File: config.mk
export PLATFORM = sky130hd
export DESIGN_NAME = bidir_bus_ctrl
export DESIGN_NICKNAME = d
export VERILOG_FILES = /design/src/rtl/bidir_bus_ctrl.sv
export SDC_FILE = /design/constraint.sdc
export NUM_CORES = 1
export LEC_CHECK = 0
export ABC_AREA = 1
export BUFFER_PORTS_ARGS = -buffer_cell sky130_fd_sc_hd__buf_2
export CAP_MARGIN = 20
export CORE_MARGIN = 4
export CORE_UTILIZATION = 52
export DETAILED_ROUTE_END_ITERATION = 8
export GPL_TIMING_DRIVEN = 0
export PLACE_DENSITY_LB_ADDON = 0.1
export SETUP_SLACK_MARGIN = 0.02
export SYNTH_ARGS = -nofsm -noshare
export SYNTH_HDL_FRONTEND = slang
export SYNTH_SLANG_ARGS = --single-unit
File: constraint.sdc
create_clock -name sys_clk -period 1.9 [get_ports sys_clk]
set_input_delay 0.19 -clock sys_clk [delete_from_list [all_inputs] [get_ports sys_clk]]
set_output_delay 0.19 -clock sys_clk [all_outputs]
set_load 0.03 [all_outputs]
File: src/rtl/bidir_bus_ctrl.sv
// Half-duplex tristate bus sequencer: arbitrates a write port and a read port
// onto a shared IO buffer, inserting turnaround gaps before driving the pins.
module bidir_bus_ctrl #(
  parameter int DATA_WIDTH = 8,
  parameter int TURN_CYC   = 2,
  parameter int WR_CYC     = 1,
  parameter int RD_CYC     = 2
) (
  input  logic                  sys_clk,
  input  logic                  sys_rst_n,
  input  logic                  wr_valid,
  input  logic [DATA_WIDTH-1:0] wr_data,
  output logic                  wr_ready,
  input  logic                  rd_req,
  output logic                  rd_ack,
  output logic [DATA_WIDTH-1:0] rd_data,
  output logic                  rd_valid,
  output logic                  bus_dir,
  output logic [DATA_WIDTH-1:0] bus_dout,
  input  logic [DATA_WIDTH-1:0] bus_din,
  output logic                  busy
);

  typedef enum logic [1:0] {IDLE, W_TURN, W_DRIVE, R_WAIT} state_e;
  typedef enum logic {GRANT_WRITE, GRANT_READ} grant_e;
  typedef enum logic {OP_WRITE, OP_READ} op_e;

  // Counters hold "cycles remaining minus one", so a state exits when it reads zero.
  localparam logic [7:0] TURN_LD = 8'(TURN_CYC - 1);
  localparam logic [7:0] WR_LD   = 8'(WR_CYC - 1);
  localparam logic [7:0] RD_LD   = 8'(RD_CYC - 1);

  state_e                state_q, state_d;
  logic [7:0]            cnt_q, cnt_d;
  grant_e                last_grant_q, last_grant_d;
  op_e                   last_op_q, last_op_d;
  logic [DATA_WIDTH-1:0] wdata_q, wdata_d;
  logic                  bus_dir_q, bus_dir_d;
  logic [DATA_WIDTH-1:0] bus_dout_q, bus_dout_d;
  logic [DATA_WIDTH-1:0] rd_data_q, rd_data_d;
  logic                  rd_valid_q, rd_valid_d;
  logic                  wr_accept, rd_accept;

  // On a tie the requester that did not win last time gets the bus.
  assign wr_accept = (state_q == IDLE) && wr_valid && (!rd_req || last_grant_q == GRANT_READ);
  assign rd_accept = (state_q == IDLE) && rd_req && (!wr_valid || last_grant_q == GRANT_WRITE);

  always_comb begin
    state_d      = state_q;
    cnt_d        = cnt_q;
    last_grant_d = last_grant_q;
    last_op_d    = last_op_q;
    wdata_d      = wdata_q;
    rd_data_d    = rd_data_q;
    rd_valid_d   = 1'b0;

    case (state_q)
      IDLE: begin
        if (wr_accept) begin
          wdata_d      = wr_data;
          last_grant_d = GRANT_WRITE;
          last_op_d    = OP_WRITE;
          if (last_op_q == OP_WRITE) begin
            state_d = W_DRIVE;
            cnt_d   = WR_LD;
          end else begin
            state_d = W_TURN;
            cnt_d   = TURN_LD;
          end
        end else if (rd_accept) begin
          last_grant_d = GRANT_READ;
          last_op_d    = OP_READ;
          state_d      = R_WAIT;
          cnt_d        = RD_LD;
        end
      end
      W_TURN: begin
        if (cnt_q == 8'd0) begin
          state_d = W_DRIVE;
          cnt_d   = WR_LD;
        end else begin
          cnt_d = cnt_q - 8'd1;
        end
      end
      W_DRIVE: begin
        if (cnt_q == 8'd0) begin
          state_d = IDLE;
          cnt_d   = 8'd0;
        end else begin
          cnt_d = cnt_q - 8'd1;
        end
      end
      R_WAIT: begin
        if (cnt_q == 8'd0) begin
          state_d    = IDLE;
          cnt_d      = 8'd0;
          rd_data_d  = bus_din;
          rd_valid_d = 1'b1;
        end else begin
          cnt_d = cnt_q - 8'd1;
        end
      end
      default: begin
        state_d = IDLE;
        cnt_d   = 8'd0;
      end
    endcase

    // Pin controls are registered from the next state so they line up with it.
    bus_dir_d  = (state_d != W_DRIVE);
    bus_dout_d = (state_d == W_DRIVE) ? wdata_d : bus_dout_q;
  end

  always_ff @(posedge sys_clk or negedge sys_rst_n) begin
    if (!sys_rst_n) begin
      state_q      <= IDLE;
      cnt_q        <= 8'd0;
      last_grant_q <= GRANT_WRITE;
      last_op_q    <= OP_READ;
      wdata_q      <= '0;
      bus_dir_q    <= 1'b1;
      bus_dout_q   <= '0;
      rd_data_q    <= '0;
      rd_valid_q   <= 1'b0;
    end else begin
      state_q      <= state_d;
      cnt_q        <= cnt_d;
      last_grant_q <= last_grant_d;
      last_op_q    <= last_op_d;
      wdata_q      <= wdata_d;
      bus_dir_q    <= bus_dir_d;
      bus_dout_q   <= bus_dout_d;
      rd_data_q    <= rd_data_d;
      rd_valid_q   <= rd_valid_d;
    end
  end

  assign wr_ready = wr_accept;
  assign rd_ack   = rd_accept;
  assign rd_data  = rd_data_q;
  assign rd_valid = rd_valid_q;
  assign bus_dir  = bus_dir_q;
  assign bus_dout = bus_dout_q;
  assign busy     = (state_q != IDLE);

endmodule
* Yosys cells after proc, flatten, opt, wreduce, memory -nomap -nowiden
Index checks and enable logic that the tools add are counted.
** Cells by class
- Reduce and logical (&&, ||, !) cells :: 16
- Add/sub/neg operators :: 1
- Bitwise gates (word level) :: 1
- Equality and inequality tests :: 6
- Multiplexer cells :: 17
** Operator list (count)
- two-way mux 8 bit :: 5
- one-hot mux 8 bit (2 select lines) :: 1
- two-way mux 2 bit :: 5
- logical NOT 8 bit :: 1
- subtractor 8 x 1 -> 8 bit, second input constant :: 1
- == test 2 bit, second input constant :: 3
- one-hot mux 2 bit (3 select lines) :: 1
- two-way mux 1 bit :: 5
- logical AND 1 bit :: 4
- AND reduction 2 bit :: 2
- nonzero test 2 bit :: 2
- != test 3 bit, second input constant :: 1
- OR reduction 3 bit :: 1
- == test 2 x 1 -> 1 bit, second input constant :: 1
- logical NOT 1 bit :: 2
- logical NOT 2 bit :: 1
- logical OR 1 bit :: 2
- != test 2 bit, second input constant :: 1
- OR reduction 2 bit :: 1
- inverter 1 bit :: 1
** Storage, ports and cells
- Word-level logic and storage cells :: 50
- Output and inout bits :: 21
- Register bits :: 38

* Depth between registers and ports, before layout
- Depth after elaboration :: 7
- Gate-level depth with buffers :: 11
- Mapped depth without buffers :: 11

* Worst setup path before layout
No wires, ideal clock.
- Path type :: register to register
- Start point :: reg cnt_q[0]
- End point :: reg bus_dout_q[0] (netlist: bus_dout[0])
- Stages on the path, launching flop included :: 12
- Setup slack :: 356 ps
- Arrival :: 1426 ps
- Clock period less this slack :: 1544 ps
- Path buffers :: 0
- Library setup time :: 118 ps
- Cell sequence :: dfrtp_1 -> inv_1 -> ha_1 -> inv_1 -> nor2_1 -> nand2_2 -> nand2_1 -> nand2_2 -> inv_4 -> nand3_4 -> nand2_1 -> nand2_1
** On the way
- Word-level cells in the longest chain between the ends :: 4
- Elaborated cells on any way between the ends :: 5
- Those cells by class :: eq/ne: 1; mux: 3; reduce/logical: 1
** Ends and longest elaborated chain
- from (decl) :: RTL line 34 : logic [7:0] cnt_q, cnt_d;
- from (signal assigned) :: RTL line 127 : cnt_q <= cnt_d;
- logical NOT 8 bit (*) :: RTL line 78, 86, 94
- two-way mux 2 bit, on equally long branches :: RTL line 86, 94, 78
- one-hot mux 2 bit (3 select lines) (*) :: RTL line 57 : case (state_q)
- named net state_d[0] :: RTL line 33 : state_e state_q, state_d;
- == test 2 bit (*) :: RTL line 111 : bus_dout_d = (state_d == W_DRIVE) ? wdata_d : bus_dout_q;
- to (signal assigned) :: RTL line 132 : bus_dout_q <= bus_dout_d;
- to (decl) :: RTL line 39 : logic [DATA_WIDTH-1:0] bus_dout_q, bus_dout_d;
The timed path passes the listed nets; every way through them passes the cells marked *.
A chain may end at the register's enable or synchronous reset.

* Worst setup path after layout
- Start point :: reg state_q[0]
- End point :: out wr_ready
** On the way
- Word-level cells in the longest chain between the ends :: 3
** Ends and longest elaborated chain
- from (decl) :: RTL line 33
- from (signal assigned) :: RTL line 126 : state_q <= state_d;
- logical NOT 2 bit :: RTL line 45 : assign wr_accept = (state_q == IDLE) && wr_valid && (!rd_req || last_grant_q == GRANT_READ);
- logical AND 1 bit (2 in a row) :: RTL line 45
- to (decl) :: RTL line 13 : output logic wr_ready,
No other way between the ends.

==> summary.md <==
| Metric | Value |
|---|---|
| CP required | 1.71 ns |
| Worst flop-to-flop path endpoint | bus_dout[4] |
| Fmax | 0.566 GHz |
| DRC viols | 0 |
| Placed cells | 276 |
| Worst setup EP type | output pin |
| Fillers | 306 |
| Hold Path Class | input pin to register |
| Starting density of the core | 54.9% |
| Hpwl dp | 2.51 mm |
| Crit path from | state_q[0] |
| Worst Hold Launch | bus_din[5] |
| Layout overhead on the synthesized area | 20.0% |
| Total track usage | 19.2% |
| PwrDens | 626 nW/um^2 |
| DR pass1 iterations | 4 |
| Iter 0 DRT Violations | 56 |
| Final setup fails | 0 |
| Post-route setup TNS | 0 ns |
| Core ar. | 3100 um^2 |
| CTS buffer count | 5 |
| Synthesized area | 1700 um^2 |
| Ys async rst share | 100% |
| Total gr overflow | 0 |
| LEAKAGE | 1.11 nW |
| Crit path arrival time | 1.58 ns |
| Hold path endpoint | rd_data[5] |
| CP Launch Type | register |
| Ports | 41 |
| R2R setup slack | 0.26 ns |
| Root buf cell | clkbuf_4 |
| Initial antenna violation count | 0 |
| Crit-path slowest cell | dfrtp_1 |
| Vias per inst | 4.76 |
| Worst-skew pair later-pin latency | 0.34 ns |
| # nets final | 263 |
| CTS Buffer Depth | 2 |
| RSZ-0062 raised after global routing | false |
| Die W | 65.2 um |
| Reg2reg start | cnt_q[0] |
| Dpl cell area | 1960 um^2 |
| Max capacitance violation total | 0 |
| Worst Reg-to-Reg Cells | 11 |
| Slew Viols, Final | 0 |
| Seq/Total Area, Yosys | 56.0% |
| CP bufs+invs | 3 |
| Post-synth top cells | nand2_1 (87), dfrtp_1 (36), inv_1 (15) |
| Clk pin slew, worst setup/hold paths | 0.11 ns |
| Hold Vio Cnt, Final | 0 |
| Netlist cell types | 24 |
| Post-synthesis net count | 214 |
| Port bufs | 40 |
| Post-Route WL | 3.42 mm |
| Top FF cell, synth | dfrtp_1 |
| Die area | 4250 um^2 |
| Leading post-synthesis cells by cell area | dfrtp_1 (53%), nand2_1 (19%), nand3_1 (4.1%), inv_1 (3.3%), dfstp_2 (3.1%) |
| ANT cells | 0 |
| TritonCTS clock tree | yes |
| Worst-Margin Slew | 0.823 ns |
| WHS Path Cells | 3 |
| CP max FO | 10 |
| Total power | 1.28 mW |
| Core Rows | 20 |
| Number of global-route vias before repair | 1,435 |
| Clock skew | 0.00463 ns |
| Die height | 65.2 um |
| Yosys warns | 0 |
| Fin crit period | 1.77 ns |
| Worst-path cell chain | nor2_4, nand3_4, inv_1, buf_4, buf_2 |
| Mean Syn Cell Area | 8.87 um^2 |
| Htree depth | 2 |
| Final core utilization | 65.8% |
| Vias | 1,360 |
| Routed wire length per instance | 12.0 um |
| Post-route antenna net violation count | 0 |
| Largest net degree at the start of global routing | 39 |
| Run status | complete, no violations |
| Synth top area share | 52.9% |
| Fin cells | 286 |
| Most common cell in the netlist | nand2_1 |
| Post-route clock period utilization | 93.0% |
| Synthesized flop and latch total | 38 |
| Cells after synthesis | 192 |
| Top delay family on crit path | buffers and inverters |
| Worst setup path category | register to output pin |
| Cell taking the most area after synthesis | dfrtp_1 |
| Global-route wire length before repair | 6.27 mm |
| Share of cells above drive strength 1 | 28.1% |
| CTS Sinks | 38 |
| Rel. slew slack | 45.1% |
| Delay of the slowest critical-path stage | 0.45 ns |
| Peak VDD IR | 0.000403 V |
| EDFF count, synth | 0 |
| Placer Congestion | 0.735 |
| Final instance area | 2040 um^2 |
through the flow:
stage               setup slack (ns)  hold WS, ns
floorplan                      0.356       -0.106
global placement               0.159        0.316
detailed placement             0.102        0.336
CTS                           0.0888       0.0181
global route                  0.0300       0.0227
finish                         0.133       0.0332
cells in the final DEF, fill, tap and decap left out, types with 2 or more instances in the layout:
cell type | netlist | final
nand2_1 | 87 | 87
dfrtp_1 | 36 | 36
nor2_1 | 3 | 2
nor2_4 | 1 | 2
clkbuf_4 | 0 | 5
inv_2 | 4 | 5
inv_1 | 15 | 14
o22ai_1 | 6 | 6
o21ai_0 | 3 | 3
buf_4 | 1 | 2
ha_1 | 2 | 2
nand2_2 | 2 | 2
nand3_4 | 2 | 2
nand3_2 | 2 | 2
buf_2 | 0 | 40
dfstp_2 | 2 | 2
xor2_1 | 4 | 4
nand3_1 | 14 | 14
worst max path at each step:
stage	slack, ns	to	cells past startpoint
global placement	0.16	bus_dout[3]	11
finish	0.13	wr_ready	5
detailed placement	0.10	bus_dout[1]	11
floorplan	0.36	bus_dout[0]	11
global route	0.03	wr_ready	5
CTS	0.09	bus_dout[4]	11
power by group:
part,total [mW],leakage [nW],switching (mW),internal (mW)
Sequential,0.809,0.442,0,0.809
Combinational,0.0389,0.633,0.0233,0.0156
Clock,0.431,0.0353,0.251,0.179
state kept, by name (all words and copies together), names as in the netlist:
register,count
wdata_q,8
last_grant_q,1
bus_dir,1
rd_valid,1
bus_dout,8
rd_data,8
last_op_q,1
cnt_q,8
state_q,2
timing repair:
action                                 CTS  global route
cloned                                   0             0
endpoints found under the hold margin   36             0
pin swaps                                1             0
gates resized for setup                  0             3
buffers inserted                         1             0
setup endpoints to repair                1            16
hold buffers                             1             0
worst min-delay path: stages:
cell and delay [ns]:
buf_2 0.07, nand2_1 0.04, nand2_1 0.04
cell type report:
class,count,area (um^2),share of cell area [%]
sequential,38,953,46.7
multi-input combinational,132,668,32.7
timing repair buffer,42,218,10.7
inverter,21,81.3,3.98
clock buffer,7,55.1,2.69
tap,44,55.1,2.69
buffer,1,7.51,0.367
clock inverter,1,5.00,0.245
metal layers:
layer / vias to the layer above / routed length, um / GRT usage [%]
met4: 0 / 66 / 8.55
li1: 700 / - / -
met3: 7 / 164 / 5.30
met2: 28 / 1620 / 31.6
met5: - / 0 / 0
met1: 625 / 1580 / 23.5
cells by family (layout without fill, tap and decap cells):
logic type	Yosys count	count (layout)	share of synthesized area, %
flops	38	38	56.0
xor+xnor	5	5	2.57
fa+ha+maj	2	2	1.47
simple gates	115	115	31.2
compound gates	10	10	3.53
buf+inv	22	72	5.22
No activity file was read; power rests on OpenSTA's default activity.
